### src/rtl/uart_baud_gen_if.sv
// -----------------------------------------------------------------------------
// uart_baud_gen_if
//   Control/status bundle between a UART controller and the baud tick
//   generator.
//
//   master modport (controller side):
//     baud_en     out  enable tick generation
//     div_i       out  new integer divisor (clk cycles per tick_os)
//     div_frac_i  out  new fractional divisor, 1/2^FRAC_W cycle units
//     div_load    out  1-cycle strobe, captures div_i/div_frac_i
//     resync      out  1-cycle strobe, restarts the tick phase
//     tick_os     in   oversample tick
//     tick_tx     in   bit tick (every OVERSAMPLE-th tick_os)
//     div_pending in   a loaded divisor is waiting to take effect
//   slave modport: the generator side, directions mirrored.
// -----------------------------------------------------------------------------
interface uart_baud_gen_if #(
    parameter int DIV_W  = 16,
    parameter int FRAC_W = 4
) ();
    logic              baud_en;
    logic [DIV_W-1:0]  div_i;
    logic [FRAC_W-1:0] div_frac_i;
    logic              div_load;
    logic              resync;
    logic              tick_os;
    logic              tick_tx;
    logic              div_pending;

    modport master (
        output baud_en, div_i, div_frac_i, div_load, resync,
        input  tick_os, tick_tx, div_pending
    );

    modport slave (
        input  baud_en, div_i, div_frac_i, div_load, resync,
        output tick_os, tick_tx, div_pending
    );
endinterface

### src/rtl/uart_baud_gen.sv
// -----------------------------------------------------------------------------
// uart_baud_gen
//   Programmable UART baud tick generator. A runtime-loadable divisor produces
//   an oversample tick (tick_os) every div_act clk cycles for the RX sampler;
//   every OVERSAMPLE-th tick_os is also flagged as a bit tick (tick_tx) for the
//   TX shifter. resync restarts the phase (RX start-bit alignment).
//
//   Ports:
//     clk     in  system clock
//     reset   in  synchronous, active-high reset
//     bus     uart_baud_gen_if.slave:
//               baud_en, div_i, div_frac_i, div_load, resync  (inputs)
//               tick_os, tick_tx, div_pending                 (outputs)
//
//   Configuration:
//     UART_BAUD_FRAC_EN  when defined, a FRAC_W-bit fractional accumulator
//                        stretches some periods by one cycle so the long-run
//                        period is div_act + frac_act/2^FRAC_W. When not
//                        defined, div_frac_i is ignored and the period is
//                        always div_act.
// -----------------------------------------------------------------------------
module uart_baud_gen #(
    parameter int DIV_W       = 16,
    parameter int OVERSAMPLE  = 16,
    parameter int DEFAULT_DIV = 163,
    parameter int FRAC_W      = 4
) (
    input  logic           clk,
    input  logic           reset,
    uart_baud_gen_if.slave bus
);
    localparam int TX_W = $clog2(OVERSAMPLE);

    localparam logic [DIV_W-1:0] DIV_MIN = DIV_W'(2);
    localparam logic [DIV_W-1:0] DIV_RST = DIV_W'(DEFAULT_DIV);
    localparam logic [TX_W-1:0]  TX_LAST = TX_W'(OVERSAMPLE - 1);

    logic [DIV_W-1:0] div_act_reg;
    logic [DIV_W-1:0] pend_reg;
    logic [DIV_W-1:0] os_cnt_reg;
    logic [TX_W-1:0]  tx_cnt_reg;
    logic             tick_os_reg;
    logic             tick_tx_reg;
    logic             div_pending_reg;

    logic [DIV_W-1:0] load_div;
    logic [DIV_W-1:0] div_next;
    logic [DIV_W-1:0] period_last;
    logic             pending_any;
    logic             apply_pend;
    logic             wrap;
    logic             tx_wrap;

    // Divisors below 2 would give a tick every cycle (or never); clamp.
    assign load_div = (bus.div_i < DIV_MIN) ? DIV_MIN : bus.div_i;

    // A load in the same cycle as an apply opportunity takes effect at once,
    // so the freshly captured value bypasses pend_reg.
    assign div_next    = bus.div_load ? load_div : pend_reg;
    assign pending_any = bus.div_load | div_pending_reg;

    assign wrap       = bus.baud_en & (os_cnt_reg == period_last);
    assign tx_wrap    = (tx_cnt_reg == TX_LAST);

    // The pending divisor only swaps in at a period boundary, on resync or
    // while idle, so a running period is never cut short.
    assign apply_pend = pending_any & (bus.resync | ~bus.baud_en | wrap);

`ifdef UART_BAUD_FRAC_EN
    logic [FRAC_W-1:0] frac_act_reg;
    logic [FRAC_W-1:0] pend_frac_reg;
    logic [FRAC_W-1:0] frac_acc_reg;
    logic [FRAC_W-1:0] frac_next;
    logic [FRAC_W:0]   acc_sum;
    logic              extend_reg;

    assign frac_next   = bus.div_load ? bus.div_frac_i : pend_frac_reg;
    assign acc_sum     = {1'b0, frac_acc_reg} + {1'b0, frac_act_reg};
    // A carry out of the accumulator stretches the following period by one.
    assign period_last = div_act_reg - DIV_W'(1) + DIV_W'(extend_reg);

    always_ff @(posedge clk) begin
        if (reset) begin
            frac_act_reg  <= '0;
            pend_frac_reg <= '0;
            frac_acc_reg  <= '0;
            extend_reg    <= 1'b0;
        end else begin
            if (bus.div_load) begin
                pend_frac_reg <= bus.div_frac_i;
            end
            if (apply_pend) begin
                frac_act_reg <= frac_next;
            end
            if (bus.resync || !bus.baud_en) begin
                frac_acc_reg <= '0;
                extend_reg   <= 1'b0;
            end else if (wrap) begin
                // Accumulate with the fraction of the period just finished.
                frac_acc_reg <= acc_sum[FRAC_W-1:0];
                extend_reg   <= acc_sum[FRAC_W];
            end
        end
    end
`else
    logic unused_frac;
    assign unused_frac = ^bus.div_frac_i;
    assign period_last = div_act_reg - DIV_W'(1);
`endif

    always_ff @(posedge clk) begin
        if (reset) begin
            div_act_reg     <= DIV_RST;
            pend_reg        <= DIV_RST;
            div_pending_reg <= 1'b0;
            os_cnt_reg      <= '0;
            tx_cnt_reg      <= '0;
            tick_os_reg     <= 1'b0;
            tick_tx_reg     <= 1'b0;
        end else begin
            if (bus.div_load) begin
                pend_reg <= load_div;
            end
            if (apply_pend) begin
                div_act_reg     <= div_next;
                div_pending_reg <= 1'b0;
            end else if (bus.div_load) begin
                div_pending_reg <= 1'b1;
            end

            if (bus.resync) begin
                // The resync cycle itself is count 0 of the new period, which
                // puts the next tick_os exactly div_act cycles later, the same
                // spacing as after a baud_en rise.
                os_cnt_reg  <= bus.baud_en ? DIV_W'(1) : '0;
                tx_cnt_reg  <= '0;
                tick_os_reg <= 1'b0;
                tick_tx_reg <= 1'b0;
            end else if (!bus.baud_en) begin
                os_cnt_reg  <= '0;
                tx_cnt_reg  <= '0;
                tick_os_reg <= 1'b0;
                tick_tx_reg <= 1'b0;
            end else if (wrap) begin
                os_cnt_reg  <= '0;
                tx_cnt_reg  <= tx_wrap ? '0 : tx_cnt_reg + TX_W'(1);
                tick_os_reg <= 1'b1;
                tick_tx_reg <= tx_wrap;
            end else begin
                os_cnt_reg  <= os_cnt_reg + DIV_W'(1);
                tick_os_reg <= 1'b0;
                tick_tx_reg <= 1'b0;
            end
        end
    end

    assign bus.tick_os     = tick_os_reg;
    assign bus.tick_tx     = tick_tx_reg;
    assign bus.div_pending = div_pending_reg;

endmodule
### src/flat_wrapper.sv
// flat-port wrapper written by rule: the top's interface ports become plain ports
module uart_baud_gen_flat 
#(
    parameter int DIV_W       = 16,
    parameter int OVERSAMPLE  = 16,
    parameter int DEFAULT_DIV = 163,
    parameter int FRAC_W      = 4
)
  (clk, reset, bus_baud_en, bus_div_i, bus_div_frac_i, bus_div_load, bus_resync, bus_tick_os, bus_tick_tx, bus_div_pending);
  uart_baud_gen_if #(.DIV_W(DIV_W), .FRAC_W(FRAC_W)) bus_i ();
  input  logic clk;
  input  logic reset;
  input wire logic [$bits(bus_i.baud_en)-1:0] bus_baud_en;
  input wire logic [$bits(bus_i.div_i)-1:0] bus_div_i;
  input wire logic [$bits(bus_i.div_frac_i)-1:0] bus_div_frac_i;
  input wire logic [$bits(bus_i.div_load)-1:0] bus_div_load;
  input wire logic [$bits(bus_i.resync)-1:0] bus_resync;
  output wire logic [$bits(bus_i.tick_os)-1:0] bus_tick_os;
  output wire logic [$bits(bus_i.tick_tx)-1:0] bus_tick_tx;
  output wire logic [$bits(bus_i.div_pending)-1:0] bus_div_pending;
  assign bus_i.baud_en = bus_baud_en;
  assign bus_i.div_i = bus_div_i;
  assign bus_i.div_frac_i = bus_div_frac_i;
  assign bus_i.div_load = bus_div_load;
  assign bus_i.resync = bus_resync;
  assign bus_tick_os = bus_i.tick_os;
  assign bus_tick_tx = bus_i.tick_tx;
  assign bus_div_pending = bus_i.div_pending;
  uart_baud_gen #(.DIV_W(DIV_W), .OVERSAMPLE(OVERSAMPLE), .DEFAULT_DIV(DEFAULT_DIV), .FRAC_W(FRAC_W)) u_core (.clk(clk), .reset(reset), .bus(bus_i));
endmodule
### config.mk
export PLATFORM = sky130hd
export DESIGN_NAME = uart_baud_gen_flat
export DESIGN_NICKNAME = d
export VERILOG_FILES = /design/src/rtl/uart_baud_gen_if.sv /design/src/rtl/uart_baud_gen.sv /design/src/flat_wrapper.sv
export SDC_FILE = /design/constraint.sdc
export NUM_CORES = 1
export LEC_CHECK = 0
export ABC_AREA = 1
export BUFFER_PORTS_ARGS = -buffer_cell sky130_fd_sc_hd__buf_4
export CAP_MARGIN = 10
export CELL_PAD_IN_SITES_DETAIL_PLACEMENT = 1
export CELL_PAD_IN_SITES_GLOBAL_PLACEMENT = 1
export CORE_MARGIN = 1
export CORE_UTILIZATION = 35
export DETAILED_ROUTE_END_ITERATION = 7
export GPL_TIMING_DRIVEN = 0
export PLACE_DENSITY = 0.77
export SLEW_MARGIN = 5
export SYNTH_ARGS = -nofsm -noshare
export SYNTH_HDL_FRONTEND = slang
export SYNTH_SLANG_ARGS = --single-unit
### constraint.sdc
create_clock -name clk -period 2.7 [get_ports clk]
set_clock_uncertainty 0.2 [all_clocks]
set_input_delay 0.135 -clock clk [delete_from_list [all_inputs] [get_ports clk]]
set_output_delay 0.135 -clock clk [all_outputs]
set_load 0.01 [all_outputs]
==> flow_summary_export.csv <==
group,metric,value,unit
timing,layout_setup_ws,0.251,ns
synthesis,synthDistinctLibCells,36,
cells_and_area,fin_cells,622,
global_route,antenna_found_initial,0,
global_route,grt_pass1_vias,3311,
floorplanning,dieArea,9480,sq um
synthesis,yosys_register_bits,55,
route,routed_via_density,4.95,
place,io_buffers,22,
clock_network,cts_root_buffer,"clkbuf_8",
route,post-route-drc-count,0,
timing,rsz0062_at_grt,"false",
synthesis,synth.avg_cell_area,6.83,sq um
timing,finalCriticalPeriod,2.45,ns
clock_network,cts_tree,"built",
place,dp_hpwl,7020,microns
power_and_ir_drop,p_leak,0.00176,uW
clock_network,cts_sinks,55,
route,drt_iter0_drc,83,
timing,finalSetupViolCount,0,
floorplanning,die_y,97.4,microns
synthesis,ys_warn_count,0,
floorplanning,fp-row-count,34,
floorplanning,fp.coreArea,8760,sq um
synthesis,synthesis.area,3180,sq um
clock_network,cts.htree.levels,2,
run_status,status,"finished, final reports clean",
worst_setup_path,worstSetupEndpointType,"flop",
timing,drv_slew,0,
synthesis,ys_seq_area_share,34.6,%
clock_network,clock_path_buffers,2,
cells_and_area,drive_above_1_share,14.6,%
timing,slew_headroom,58.5,%
timing,fin_crit_sh,90.7,%
route,drt-total-wl,8930,microns
route,first_pass_iters,4,
place,place_congestion,0.867,
hold_path,min-delay-start,"bus_div_i[2]",
cells_and_area,n_fill_cell,1180,
worst_setup_path,crit_required,2.75,ns
hold_path,worstHoldPathType,"in -> reg",
cells_and_area,nNetsFinal,541,
place,placed_cell_area,3480,sq um
floorplanning,die_w,97.4,microns
hold_path,min_to,"u_core.div_act_reg[2]",
worst_setup_path,path_max_fanout,10,
place,dp.cells,596,
clock_network,cts_made_buffers,5,
worst_setup_path,critPathLaunchType,"flop",
timing,fmax,408,MHz
floorplanning,start_util,36.3,%
power_and_ir_drop,vdd_ir_drop_max,0.253,mV
power_and_ir_drop,p_per_area,462,nW/um^2
floorplanning,ios,28,
hold_path,hold_depth,5,
route,vias,3077,
cells_and_area,final_util,43.3,%
place,preCtsSetupSlack,-0.207,ns
global_route,grt.overflow.total,0,
synthesis,syn_inst,466,
synthesis,synth.net_count,494,
cells_and_area,area_growth,19.1,%
global_route,track_usage,20.1,%
global_route,grt_start_max_net_pins,18,
run,max_cap_viol_count,0,
worst_setup_path,reg2reg_from,"u_core.div_act_reg[0]",
worst_setup_path,r2r_setup_slack,0.25,ns
worst_setup_path,worstReg2RegEnd,"u_core.os_cnt_reg[5]",
worst_setup_path,crit_type,"reg -> reg",
clock_network,clk_pin_slew,0.11,ns
cells_and_area,finalInstanceArea,3790,sq um
global_route,grt_pass1_wl,15400,microns
timing,fin_tns_setup,0,ns
route,routedWlPerCell,14.4,microns
route,ant_nets,0,
timing,hold_viol,0,
worst_setup_path,rr_worst_depth,13,
timing,worst_pin_slew,0.622,ns
worst_setup_path,cp.arrival,2.50,ns
clock_network,clock_latency,0.32,ns
cells_and_area,antenna_cells,0,
layout by cell type, fill, tap and decap left out, drive strengths merged:
cell	instances
nand2	124
nor2	80
dfxtp	55
inv	52
nand3	49
buf	28
a21oi	20
dlygate4sd3	18
clkbuf	15
xor2	14
mux2i	12
nand4	10
xnor2	6
nor3	5
nor4	4
nor3b	4
o21ai	4
o21bai	3
ha	3
or2	2
clkinv	1
xor3	1
a21o	1
a31o	1
a31oi	1
clkinvlp	1
metrics by stage:
step / hold WS (ns) / total power [uW]
detailed placement: 0.142 / 1250
global route: 0.0730 / 1850
finish: 0.0379 / 1750
floorplan: 0.00738 / 1140
CTS: 0.0178 / 1760
global placement: 0.142 / 1230
how the worst max path moves through the flow:
stage                                        to  depth (start not counted)                   from
after floorplan           u_core.div_act_reg[0]                         17  u_core.div_act_reg[0]
after global placement    u_core.os_cnt_reg[15]                         15  u_core.div_act_reg[0]
after detailed placement  u_core.os_cnt_reg[15]                         15  u_core.div_act_reg[0]
after CTS                 u_core.div_act_reg[5]                         16  u_core.div_act_reg[0]
after global routing      u_core.div_act_reg[5]                         17  u_core.div_act_reg[1]
final                      u_core.os_cnt_reg[5]                         13  u_core.div_act_reg[0]
layer usage:
metal | track usage, % | wire [microns] | share of wire, %
met4 | 5.09 | 154 | 1.7
met1 | 22.7 | 3940 | 44
met5 | 0 | 0 | 0
met3 | 2.73 | 193 | 2.2
met2 | 39.0 | 4650 | 52
layout make-up:
class	count	area [sq um]	share of cell area [%]
Inverter	52	195	5.15
Multi-Input combinational cell	344	1820	48.0
Clock buffer	6	72.6	1.91
Sequential cell	55	1100	29.1
Buffer	15	105	2.77
Tap cell	108	135	3.56
Clock inverter	2	16.3	0.429
Timing Repair Buffer	40	345	9.11
report_power, final:
| part | total, uW | leakage, uW | switching (uW) | internal [uW] |
|---|---|---|---|---|
| Sequential | 888 | 0.000451 | 37.9 | 850 |
| Combinational | 371 | 0.00127 | 216 | 155 |
| Clock | 492 | 0.0000418 | 304 | 188 |
| Total | 1750 | 0.00176 | 558 | 1190 |
synth_stat cells:
cell type	number	area share, %
inv_1	49	5.8
a31oi_1	1	0.20
mux2i_1	12	3.8
nor3_1	5	0.79
xnor2_1	6	1.7
inv_2	2	0.24
nor2_4	3	1.1
a21o_1	1	0.24
nor3b_1	4	0.94
nand3_4	1	0.55
xor2_1	14	3.9
dfxtp_1	55	35
clkbuf_2	1	0.16
xor3_1	1	0.75
buf_2	3	0.47
buf_12	1	0.63
nor4_1	4	0.79
a21oi_2	6	1.7
clkbuf_1	6	0.71
nand2_2	6	1.2
a31o_2	1	0.28
nand3_1	47	7.4
o21bai_1	3	0.71
nand2_1	118	14
o21ai_0	3	0.47
o21ai_2	1	0.28
nor2_2	7	1.4
buf_1	1	0.12
nand4_1	10	2.0
ha_1	3	1.2
nand3_2	1	0.31
clkinv_1	1	0.12
buf_6	3	1.1
or2_2	2	0.39
a21oi_1	14	2.2
nor2_1	70	8.3
critical path, cell delays in order, from the launching register on:
cell and delay, ns:
dfxtp_2 0.36, inv_2 0.10, ha_4 0.15, nand2_1 0.13
nor2_2 0.20, nand2_1 0.12, o21bai_1 0.14, nand2_1 0.13
inv_2 0.07, nor2_2 0.05, nand3_4 0.09, nand3_2 0.22
clkbuf_4 0.29, a21oi_1 0.13
repair_timing:
action | in CTS | in global routing
endpoints found under the hold margin | 22 | 0
setup buffers | 0 | 0
hold buffers | 18 | 0
resized for setup | 3 | 9
endpoints found under the setup margin | 15 | 30
pin swaps | 0 | 2
cells by family (layout without fill, tap and decap cells):
family | Yosys count | after routing | synth area share, %
compound gates | 30 | 30 | 6.01
xor+xnor | 21 | 21 | 6.25
fa+ha+maj | 3 | 3 | 1.18
buf+inv | 67 | 115 | 9.28
flops | 55 | 55 | 34.6
mux | 12 | 12 | 3.77
simple gates | 278 | 278 | 38.9
Note: power is estimated with default switching activity, not from simulation.
